==> src/rtl/wb_pkg.sv <==
// Shared types and sizes for the register-bank write-back path.
package wb_pkg;
  localparam int XLEN     = 64;
  localparam int REG_AW   = 5;
  localparam int NUM_REGS = 32;
  localparam logic [REG_AW-1:0] REG_ZERO = REG_AW'(0);

  typedef struct packed {
    logic [REG_AW-1:0] rd;
    logic [XLEN-1:0]   data;
  } wb_entry_t;
endpackage

==> src/rtl/wb_fifo.sv <==
// Synchronous FIFO of write-back entries; head is visible combinationally, no bypass.
module wb_fifo
  import wb_pkg::*;
#(
  parameter int DEPTH = 4
) (
  input  logic                     clk,
  input  logic                     rst_n,
  input  logic                     push,
  input  logic                     pop,
  input  wb_entry_t                wdata,
  output wb_entry_t                rdata,
  output logic                     full,
  output logic                     empty,
  output logic [$clog2(DEPTH):0]   count
);
  localparam int PW = $clog2(DEPTH);

  wb_entry_t       mem_q [DEPTH];
  logic [PW-1:0]   wr_ptr_q, wr_ptr_d, rd_ptr_q, rd_ptr_d;
  logic [PW:0]     cnt_q, cnt_d;
  logic            do_push, do_pop;

  assign full    = (cnt_q == (PW+1)'(DEPTH));
  assign empty   = (cnt_q == '0);
  assign count   = cnt_q;
  assign rdata   = mem_q[rd_ptr_q];
  assign do_push = push && !full;
  assign do_pop  = pop && !empty;

  // Pointers are PW bits wide, so the increment wraps modulo DEPTH.
  always_comb begin
    wr_ptr_d = wr_ptr_q;
    rd_ptr_d = rd_ptr_q;
    cnt_d    = cnt_q;
    if (do_push) wr_ptr_d = wr_ptr_q + PW'(1);
    if (do_pop)  rd_ptr_d = rd_ptr_q + PW'(1);
    case ({do_push, do_pop})
      2'b10:   cnt_d = cnt_q + (PW+1)'(1);
      2'b01:   cnt_d = cnt_q - (PW+1)'(1);
      default: cnt_d = cnt_q;
    endcase
  end

  always_ff @(posedge clk or negedge rst_n) begin
    if (!rst_n) begin
      wr_ptr_q <= '0;
      rd_ptr_q <= '0;
      cnt_q    <= '0;
    end else begin
      wr_ptr_q <= wr_ptr_d;
      rd_ptr_q <= rd_ptr_d;
      cnt_q    <= cnt_d;
    end
  end

  always_ff @(posedge clk) begin
    if (do_push) mem_q[wr_ptr_q] <= wdata;
  end
endmodule

==> src/rtl/reg_writeback_ctrl.sv <==
// Merges ALU results and buffered load responses onto the register-bank write port
// and tracks outstanding loads for read-side stall detection.
module reg_writeback_ctrl
  import wb_pkg::*;
#(
  parameter int LD_DEPTH = 4
) (
  input  logic                 clk,
  input  logic                 rst_n,
  input  logic                 alu_valid,
  input  logic [REG_AW-1:0]    alu_rd,
  input  logic [XLEN-1:0]      alu_data,
  input  logic                 ld_valid,
  output logic                 ld_ready,
  input  logic [REG_AW-1:0]    ld_rd,
  input  logic [XLEN-1:0]      ld_data,
  input  logic                 issue_ld,
  input  logic [REG_AW-1:0]    issue_rd,
  input  logic [REG_AW-1:0]    Ra,
  input  logic [REG_AW-1:0]    Rb,
  output logic                 stall,
  output logic [NUM_REGS-1:0]  pending,
  output logic [REG_AW-1:0]    Rw,
  output logic                 WE_Reg,
  output logic [XLEN-1:0]      dIN
);
  localparam int CW = $clog2(LD_DEPTH) + 1;

  wb_entry_t            ld_entry, head;
  logic                 fifo_full, fifo_empty, push, pop;
  logic [CW-1:0]        fifo_cnt, cnt_next;

  logic                 ld_ready_q, ld_ready_d;
  logic                 we_q, we_d;
  logic [REG_AW-1:0]    rw_q, rw_d;
  logic [XLEN-1:0]      din_q, din_d;
  logic [NUM_REGS-1:0]  pending_q, pending_d;

  assign ld_entry = '{rd: ld_rd, data: ld_data};
  assign push     = ld_valid && ld_ready_q && !fifo_full;
  assign pop      = !alu_valid && !fifo_empty;
  assign cnt_next = fifo_cnt + CW'(push) - CW'(pop);

  wb_fifo #(.DEPTH(LD_DEPTH)) u_fifo (
    .clk   (clk),
    .rst_n (rst_n),
    .push  (push),
    .pop   (pop),
    .wdata (ld_entry),
    .rdata (head),
    .full  (fifo_full),
    .empty (fifo_empty),
    .count (fifo_cnt)
  );

  always_comb begin
    ld_ready_d = (cnt_next < CW'(LD_DEPTH));
    we_d       = 1'b0;
    rw_d       = rw_q;
    din_d      = din_q;
    pending_d  = pending_q;
    if (alu_valid) begin
      we_d  = (alu_rd != REG_ZERO);
      rw_d  = alu_rd;
      din_d = alu_data;
    end else if (pop) begin
      we_d  = (head.rd != REG_ZERO);
      rw_d  = head.rd;
      din_d = head.data;
      if (head.rd != REG_ZERO) pending_d[head.rd] = 1'b0;
    end
    // A new issue to the same register overrides the clear from a committing pop.
    if (issue_ld && issue_rd != REG_ZERO) pending_d[issue_rd] = 1'b1;
  end

  always_ff @(posedge clk or negedge rst_n) begin
    if (!rst_n) begin
      ld_ready_q <= 1'b0;
      we_q       <= 1'b0;
      rw_q       <= '0;
      din_q      <= '0;
      pending_q  <= '0;
    end else begin
      ld_ready_q <= ld_ready_d;
      we_q       <= we_d;
      rw_q       <= rw_d;
      din_q      <= din_d;
      pending_q  <= pending_d;
    end
  end

  assign ld_ready = ld_ready_q;
  assign WE_Reg   = we_q;
  assign Rw       = rw_q;
  assign dIN      = din_q;
  assign pending  = pending_q;
  assign stall    = (pending_q[Ra] && Ra != REG_ZERO) || (pending_q[Rb] && Rb != REG_ZERO);
endmodule
==> config.mk <==
export PLATFORM = sky130hd
export DESIGN_NAME = reg_writeback_ctrl
export DESIGN_NICKNAME = d
export VERILOG_FILES = /design/src/rtl/wb_pkg.sv /design/src/rtl/wb_fifo.sv /design/src/rtl/reg_writeback_ctrl.sv
export SDC_FILE = /design/constraint.sdc
export NUM_CORES = 1
export LEC_CHECK = 0
export BUFFER_PORTS_ARGS = -buffer_cell sky130_fd_sc_hd__buf_4
export CAP_MARGIN = 10
export CORE_ASPECT_RATIO = 0.8
export CORE_UTILIZATION = 60
export CTS_CLUSTER_DIAMETER = 50
export CTS_CLUSTER_SIZE = 25
export DETAILED_ROUTE_END_ITERATION = 8
export GPL_ROUTABILITY_DRIVEN = 1
export PLACE_DENSITY_LB_ADDON = 0.05
export REMOVE_ABC_BUFFERS = 1
export SLEW_MARGIN = 20
export SYNTH_ARGS = -nofsm -noshare
export SYNTH_HDL_FRONTEND = slang
export SYNTH_SLANG_ARGS = --single-unit
==> constraint.sdc <==
create_clock -name clk -period 8.8 [get_ports clk]
set_clock_uncertainty 0.05 [all_clocks]
set_input_delay 0 -clock clk [delete_from_list [all_inputs] [get_ports clk]]
set_output_delay 0 -clock clk [all_outputs]
set_load 0.02 [all_outputs]
==> flow_summary.yaml, run 1 <==
outcome:
  status: "complete, no violations"
global_routing:
  track_usage_pct: 27.24
  grt_max_degree: 71
  grt_pass1_vias: 9774
  grt_antenna_before_repair: 1
  overflow: 0
  grt_pass1_wl_mm: 54.94
synthesis:
  synth_mux_area_share_pct: 16.84
  synth_area_sq_um: 15430
  yosysMostFrequentCell: "edfxtp_1"
  synth-seq-area-share_pct: 71.54
  yosysTopAreaCell: "edfxtp_1"
  yosys_register_bits: 386
  synth-compound-area-share_pct: 5.124
  ys.flop_type: "edfxtp_1"
  synth_top_area_share_pct: 53.71
  synth_edf_count: 276
  synth_cell_type_count: 43
  synth_warnings: 0
  synthAdderAreaFrac_pct: 0.6973
  netlist_instances: 881
  synth_xor_area_share_pct: 0.4540
  async_reset_ff_share_pct: 28.50
  synth_area_leaders: "edfxtp_1 54%, dfrtp_1 18%, mux4_2 11%"
  synth-simple-area-share_pct: 3.624
  avgSynthCellArea_sq_um: 17.52
  synth_common_cells: "276 x edfxtp_1, 118 x o21ai_0, 110 x dfrtp_1"
  synth_top_family_by_area: "multiplexers"
timing:
  slew_viol_final: 0
  setup_violations: 0
  rsz0062_at_grt: "no"
  timing.fmax_mhz: 314.0
  whs_ps: 47.50
  finalCritPeriodShare_pct: 36.19
  timing.final.crit_period_ps: 3185
  hold_viol: 0
  tightest_slew_ps: 1104
  max_slew_margin_pct: 26.14
  fin_tns_setup_ps: 0
critical_path:
  crit_type: "flip-flop to flip-flop"
  crit_end: "pending[18]"
  cp-startpoint: "u_fifo.rd_ptr_q[0]"
  reg2reg_depth: 5
  r2r-start: "u_fifo.rd_ptr_q[0]"
  critPathMaxFanout: 42
  rrSetupSlack_ps: 5610
  endpoint_kind: "flip-flop"
  reg2reg_to: "pending[18]"
  cp.arrival_ps: 3520
  critPathLaunchType: "flip-flop"
  required_ps: 9130
cells_and_area:
  fin_area_sq_um: 20430
  area_delta_synth_final_pct: 32.36
  num-fill-cells: 1329
  fin_cells: 1645
  final_layout_size_suffix_gt1_share_pct: 31.89
  fin_nets: 1460
power:
  pwr_density_cell_nw_per_um2: 306.2
  seqPwrFrac_pct: 44.0
  pwr-share-clk_pct: 25.3
  power.switching_w: 0.002052
  power_frac_comb_pct: 30.6
  total_power_w: 0.006254
  p_int_w: 0.004203
  power.leakage_nw: 7.779
  vdd_drop_max_uv: 243.5
  switching_share_pct: 32.81
route:
  drt-initial-drc-count: 747
  vias: 9597
  drt_first_pass_iters: 5
  vias_per_cell: 5.834
  route.detailed.drc: 0
  antenna_left: 0
  wl_per_cell_um: 21.16
  wl_mm: 34.82
floorplanning:
  dieWidth_um: 181.3
  die_h_um: 145.4
  dieArea_sq_um: 26370
  io-pin-count: 262
  initial_core_util_pct: 61.13
  fp-row-count: 52
  core_sq_um: 25240
clock_tree:
  clock-sinks: 386
  clock_latency_ps: 520
  numCtsBuffers: 36
  cts_tree: "yes"
  root_buffer: "clkbuf_16"
  cts.repair.resized: 0
  clockBufferDepth: 3
  cts_setup_buffers: 0
  h-tree-depth: 2
  clk_pin_slew_ps: 60
placement:
  gp_congestion: 0.8251
  place_area_sq_um: 17670
  dp_cells: 1429
  hpwlAfterDp_mm: 19.97
  portBuffers: 261
hold_path:
  hold_path.class: "input pin to async pin"
run:
  maxCapViolCount: 0
[cell type report]
class	count	area [sq um]	area share [%]
diodes	1	2.502	0.01225
clock buffers	41	982.2	4.809
clock inverters	23	245.2	1.201
inverters	13	48.80	0.2389
multi-input cells	437	4145	20.29
flip-flops and latches	386	11050	54.09
well taps	324	405.4	1.985
repair buffers	420	3548	17.37
[worst max-delay path, cell delays in order, from the launching register on]
cell	delay [ps]
dfrtp_4	990
mux4_2	700
nand3b_1	370
o21ai_0	260
o21ai_0	120
dlygate4sd3_1	580
[power groups by stage]
stage                     Clock, W  Combinational, W  Sequential [W]
after floorplan                  0          0.000885         0.00300
after global placement           0           0.00181         0.00278
after detailed placement         0           0.00185         0.00279
after CTS                  0.00161           0.00191         0.00276
after global routing       0.00169           0.00205         0.00281
final                      0.00158           0.00192         0.00275
[repair_timing]
action | in CTS | in global routing
hold buffers | 150 | 0
endpoints found under the hold margin | 425 | 0
setup endpoints to repair | 0 | 0
[routing by layer]
metal	vias up	part of all wire [%]	GRT usage, %
met5	-	0	0
met4	0	2.1	7.415
met3	58	6.2	4.254
met2	402	50	44.67
met1	4853	42	38.78
li1	4284	-	-
[sequential cells by signal (all words and copies together), names as in the netlist]
name	flops
u_fifo.wr_ptr_q	2
u_fifo.mem_q	276
u_fifo.rd_ptr_q	2
ld_ready	1
WE_Reg	1
Rw	5
pending	32
dIN	64
u_fifo.count	3
[cell families (layout without fill, tap and decap cells)]
kind of cell	Yosys count	after routing
compound gates	147	147
flops	386	386
simple gates	118	118
mux	156	156
fa+ha+maj	8	8
other cells	0	1
xor+xnor	8	8
buf+inv	58	497
[cells in the final DEF (no fill, tap or decap), drive strengths merged, types with 2 or more instances in the layout]
master and instances:
inv 22, ha 7, edfxtp 276, or3 2, mux2i 71, a31oi 3
clkbuf 41, nor2b 2, clkinvlp 3, buf 270, or3b 2, nand3 4
mux2 4, dlygate4sd3 150, nor2 9, a222oi 5, and2 4, nand3b 10
o2111ai 2, o31ai 2, nor3b 2, xor2 4, a21oi 4, dfrtp 110
mux4 81, nand2 75, nand2b 3, o21ai 128, clkinv 10, xnor2 4
[how the worst min path moves through the flow]
stage | from | slack (ps) | endpoint
after floorplan | rst_n | -350 | Rw[0]
after global placement | rst_n | 30 | pending[25]
after detailed placement | rst_n | 30 | pending[25]
after CTS | rst_n | 30 | dIN[55]
after global routing | rst_n | 90 | dIN[55]
final | rst_n | 50 | pending[25]
[metrics by stage]
stage	utilization, %	setup WS (ps)
final	80.91	5615
after global routing	80.91	5379
after CTS	80.79	5581
after detailed placement	69.98	5957
after global placement	69.98	6033
after floorplan	-	2884
(Power assumes the default switching activity.)
==> run 2, diff against run 1 <==
CORE_UTILIZATION = 51   (was 60)
clock period = 2.7 ns   (was 8.8 ns; I/O delays follow)
==> run 2 against run 1 <==
Effect of this change:
- flip-flop and latch count stayed put
- worst setup slack worse by 5400 ps
- final cell count is 5.7% higher
- combinational power grew to 3.5 times the previous value
- die area is 17% higher
- non-clock buffer count is 12 higher
- total power grew to 3.3 times the previous value
- critical path type is now flip-flop to output pin
- design area is 1.7% higher
- routed wire length is 0.77% higher
- critical endpoint is now stall
==> flow_summary.yaml, run 2 (synthesis gave the netlist of run 1 again) <==
outcome:
  status: "complete, no violations"
placement:
  hpwlAfterDp_mm: 20.97
  gp_congestion: 0.7664
  dp_cells: 1520
  portBuffers: 261
floorplanning:
  dieArea_sq_um: 30960
  io-pin-count: 262
  die_h_um: 157.6
  initial_core_util_pct: 52.32
  fp-row-count: 56
  core_sq_um: 29500
  dieWidth_um: 196.5
timing:
  whs_ps: 79.44
  slew_viol_final: 0
  finalCritPeriodShare_pct: 90.87
  timing.final.crit_period_ps: 2454
  tightest_slew_ps: 564.6
  setup_violations: 0
  hold_viol: 0
  timing.fmax_mhz: 407.6
  max_slew_margin_pct: 62.36
  rsz0062_at_grt: "no"
route:
  vias_per_cell: 5.397
  wl_per_cell_um: 20.19
  wl_mm: 35.09
  drt-initial-drc-count: 549
  drt_first_pass_iters: 6
  route.detailed.drc: 0
  vias: 9380
  antenna_left: 0
cells_and_area:
  regMostFlops: "u_fifo.mem_q"
  area_delta_synth_final_pct: 34.60
  largest_reg_flops: 276
  fin_cells: 1738
  final_common_cell: "edfxtp_1"
  fin_nets: 1471
  num-fill-cells: 1989
  final_layout_size_suffix_gt1_share_pct: 32.31
  final_cell_mix: "276 x edfxtp_1, 268 x buf_4, 153 x dlygate4sd3_1"
clock_tree:
  h-tree-depth: 2
  clk_pin_slew_ps: 70
  cts_tree: "yes"
  clock_latency_ps: 530
  clockBufferDepth: 3
  root_buffer: "clkbuf_16"
  clock-sinks: 386
  cts_setup_buffers: 0
  numCtsBuffers: 35
critical_path:
  critPathMaxFanout: 4
  critPathMaxStageDelay_ps: 460
  crit_type: "flip-flop to output pin"
  crit_slowest_cell: "mux4_2"
  crit_family: "multiplexers"
  path_cells: "mux4_2 -> mux2_2 -> a2111oi_1 -> nand4b_1 -> buf_4"
  cp_num_buf_inv: 1
  required_ps: 2650
  endpoint_kind: "output pin"
  cp.arrival_ps: 2400
  critPathLaunchType: "flip-flop"
global_routing:
  grt_pass1_vias: 9564
  track_usage_pct: 23.09
  grt_antenna_before_repair: 1
  grt_max_degree: 95
  overflow: 0
  grt_pass1_wl_mm: 54.02
hold_path:
  hold_path.class: "input pin to flip-flop"
power:
  power.leakage_nw: 7.882
  vdd_drop_max_uv: 705.2
  pwr_density_cell_nw_per_um2: 995.6
run:
  maxCapViolCount: 0
==> run 2: cell count changes in the layout (fill, tap and decap cells not counted), moves of 2 or more <==
cell,delta
buf_12,+11
inv_8,+3
dlygate4sd3_1,+3
clkinv_4,-2
bufinv_16,+2
==> run 2: worst register-to-register path, cell delays in order (launching register included) <==
cell	delay [ps]
dfrtp_4	670
mux4_2	480
a222oi_1	370
dlygate4sd3_1	620
inv_1	40
==> run 2: area by class of cell <==
cell class              instances  area [sq um]  share of cell area (%)
well taps                     406         508.0                   2.445
clock inverters                25         316.6                   1.524
multi-input cells             437          4145                   19.96
flip-flops and latches        386         11050                   53.19
clock buffers                  38         939.7                   4.524
diodes                          1         2.502                 0.01205
inverters                      13         48.80                  0.2349
repair buffers                432          3764                   18.12
==> run 2: report_power, final <==
group | internal (W) | switching (W) | total [W]
combinational | 0.00316 | 0.00352 | 0.00668
sequential | 0.00779 | 0.000885 | 0.00868
clock | 0.00294 | 0.00237 | 0.00532
total | 0.0139 | 0.00678 | 0.0207
==> run 2: metrics by stage <==
step | TNS (ps) | area, sq um | utilization, % | total power, W | setup WS (ps)
5_1_grt | 0 | 20770 | 70.42 | 0.02170 | 152.2
4_1_cts | 0 | 20770 | 70.41 | 0.02087 | 225.1
6_report | 0 | 20770 | 70.42 | 0.02068 | 246.4
3_5_place_dp | 0 | 17960 | 60.89 | 0.01533 | 569.7
2_1_floorplan | -385470 | 15220 | - | 0.01265 | -3216
3_3_place_gp | 0 | 17960 | 60.89 | 0.01523 | 589.2
==> run 2: final timing paths <==
path	from	endpoint	slack (ps)	cells after the start
worst max-delay path	pending[1]	stall	250	5
worst min-delay path	ld_valid	u_fifo.wr_ptr_q[1]	80	6
worst max register to register	u_fifo.rd_ptr_q[1]	Rw[3]	350	4
worst min register to register	pending[0]	pending[0]	330	0
max in group asynchronous	rst_n	dIN[60]	1540	4
min in group asynchronous	rst_n	dIN[10]	530	4
==> run 2: what timing repair did <==
action                                 4_1_cts  5_1_grt
gates resized for setup                      0        0
endpoints found under the hold margin      487        0
hold buffers                               154        0
==> run 2: metal layers <==
layer	track usage [%]	wire length, um	vias to the layer above	part of all wire (%)
met5	0	0	-	0
met4	5.990	598	0	1.7
met3	3.409	1792	50	5.1
met2	37.20	16920	287	48
met1	33.44	15770	4736	45
li1	-	-	4307	-
==> run 3, diff against run 2 <==
CORE_UTILIZATION = 60   (was 51)
clock period = 3.08 ns   (was 2.7 ns; I/O delays follow)
==> run 3 against run 2 <==
Effect of this change:
- the flow now finishes with violations (hold timing)
- global-route usage rose by 4.8 points
- routed wire length rose by 2.6%
- total power fell by 14%
- sequential power fell by 12%
- highest routed layer unchanged
- die area fell by 15%
- non-clock buffer count rose by 15
- clock power fell by 20%
- first-iteration DRC count rose by 57%
- flip-flop and latch count did not move
- largest power group unchanged
==> flow_summary.yaml, run 3 (synthesis gave the netlist of run 1 again) <==
outcome:
  status: "complete, but fails checks"
  violations: "hold timing"
critical_path:
  crit_type: "flip-flop to flip-flop"
  critPathLaunchType: "flip-flop"
  cp-startpoint: "u_fifo.rd_ptr_q[0]"
  required_ps: 3460
  critPathMaxFanout: 34
  cp.arrival_ps: 3200
  reg2reg_depth: 5
  rrSetupSlack_ps: 260
  endpoint_kind: "flip-flop"
  reg2reg_to: "dIN[11]"
  r2r-start: "u_fifo.rd_ptr_q[0]"
timing:
  setup_violations: 0
  finalCritPeriodShare_pct: 91.61
  post-route-worst-setup-slack_ps: 258.3
  whs_ps: -12.61
  max_slew_margin_pct: 30.05
  timing.final.crit_period_ps: 2822
  rsz0062_at_grt: "no"
  timing.fmax_mhz: 354.4
  slew_viol_final: 0
  fin_tns_setup_ps: 0
  tightest_slew_ps: 1049
  hold_viol: 13
route:
  vias_per_cell: 5.854
  wl_met3_mm: 2.077
  vias: 9753
  drt_first_pass_iters: 5
  wl_per_cell_um: 21.61
  wl_met2_mm: 18.35
  maxUsedRoutingLayer: "met4"
  route.detailed.drc: 0
  drt-initial-drc-count: 863
  wl_mm: 36.00
  m1WireLength_mm: 14.71
  antenna_left: 0
clock_tree:
  cts_setup_buffers: 0
  clockBufferDepth: 3
  h-tree-depth: 1
  clk_pin_slew_ps: 80
  numCtsBuffers: 31
  clock_latency_ps: 570
  root_buffer: "clkbuf_16"
  cts.repair.resized: 0
  cts_tree: "yes"
  clock-sinks: 386
global_routing:
  grt_pass1_wl_mm: 56.04
  grt_pass1_vias: 9898
  grt_max_degree: 91
  overflow: 0
  grt_antenna_before_repair: 1
  track_usage_pct: 27.88
power:
  vdd_drop_max_uv: 659.4
  total_power_w: 0.01781
  power.leakage_nw: 7.860
  pwr_density_cell_nw_per_um2: 864.1
cells_and_area:
  fin_cells: 1666
  fin_nets: 1482
  final_layout_size_suffix_gt1_share_pct: 32.21
  fin_util_pct: 81.67
  final_common_cell: "buf_4"
  area_delta_synth_final_pct: 33.59
  regMostFlops: "u_fifo.mem_q"
  largest_reg_flops: 276
  final_cell_mix: "278 x buf_4, 276 x edfxtp_1, 164 x dlygate4sd3_1"
run:
  maxCapViolCount: 0
floorplanning:
  dieWidth_um: 181.3
  core_sq_um: 25240
  fp-row-count: 52
  initial_core_util_pct: 61.13
  die_h_um: 145.4
  dieArea_sq_um: 26370
  io-pin-count: 262
placement:
  dp_slack_ps: 677.7
  portBuffers: 261
  hpwlAfterDp_mm: 21.37
  gp_congestion: 0.8341
  dp_cells: 1443
hold_path:
  hold_path.class: "input pin to async pin"
[run 3: cell count changes in the layout (fill, tap and decap cells not counted), sizes merged]
cell and change:
buf +4, bufinv -3, clkbuf -7, clkinvlp -1, dlygate4sd3 +11, inv +6
[run 3: worst max-delay path, cell delays in order (launching register included)]
cell and delay (ps):
dfrtp_4 630, buf_4 640, mux4_2 580, mux2i_1 130
dlygate4sd3_1 560, o21ai_0 80
[run 3: worst max-delay path by stage]
stage	endpoint	slack, ps	cells past startpoint
2_1_floorplan	dIN[0]	-2840	2
3_3_place_gp	dIN[29]	770	4
3_5_place_dp	dIN[62]	680	4
4_1_cts	dIN[37]	230	5
5_1_grt	dIN[37]	70	5
6_report	dIN[11]	260	5
[run 3: area by class of cell]
type	instances	area, sq um
tap	324	405.4
sequential	386	11050
timing repair buffer	447	3829
multi-input combinational	437	4145
clock buffer	31	775.7
fill	1296	4628
clock inverter	27	361.6
antenna	1	2.502
inverter	13	48.80
[run 3: power by group]
group / leakage [nW] / internal, W / switching (W) / total, W
Clock: 0.545 / 0.00206 / 0.00220 / 0.00426
Combinational: 3.51 / 0.00282 / 0.00308 / 0.00590
Sequential: 3.81 / 0.00683 / 0.000817 / 0.00765
Total: 7.86 / 0.0117 / 0.00610 / 0.0178
[run 3: per-layer routing]
layer	track usage, %	vias to the layer above
met5	0	-
met4	6.907	0
met3	3.504	61
met2	46.77	416
met1	39.64	4941
li1	-	4335
[run 3: metrics by stage]
stage | hold WS (ps) | instance area (sq um)
floorplan | -345.6 | 15220
global placement | 54.51 | 17830
detailed placement | 73.26 | 17830
CTS | 3.638 | 20610
global route | 47.37 | 20620
finish | -12.61 | 20620
[run 3: repair_timing]
action                                  CTS  global route
endpoints found under the hold margin   429             0
endpoints found under the setup margin    0             0
hold buffers                            164             0
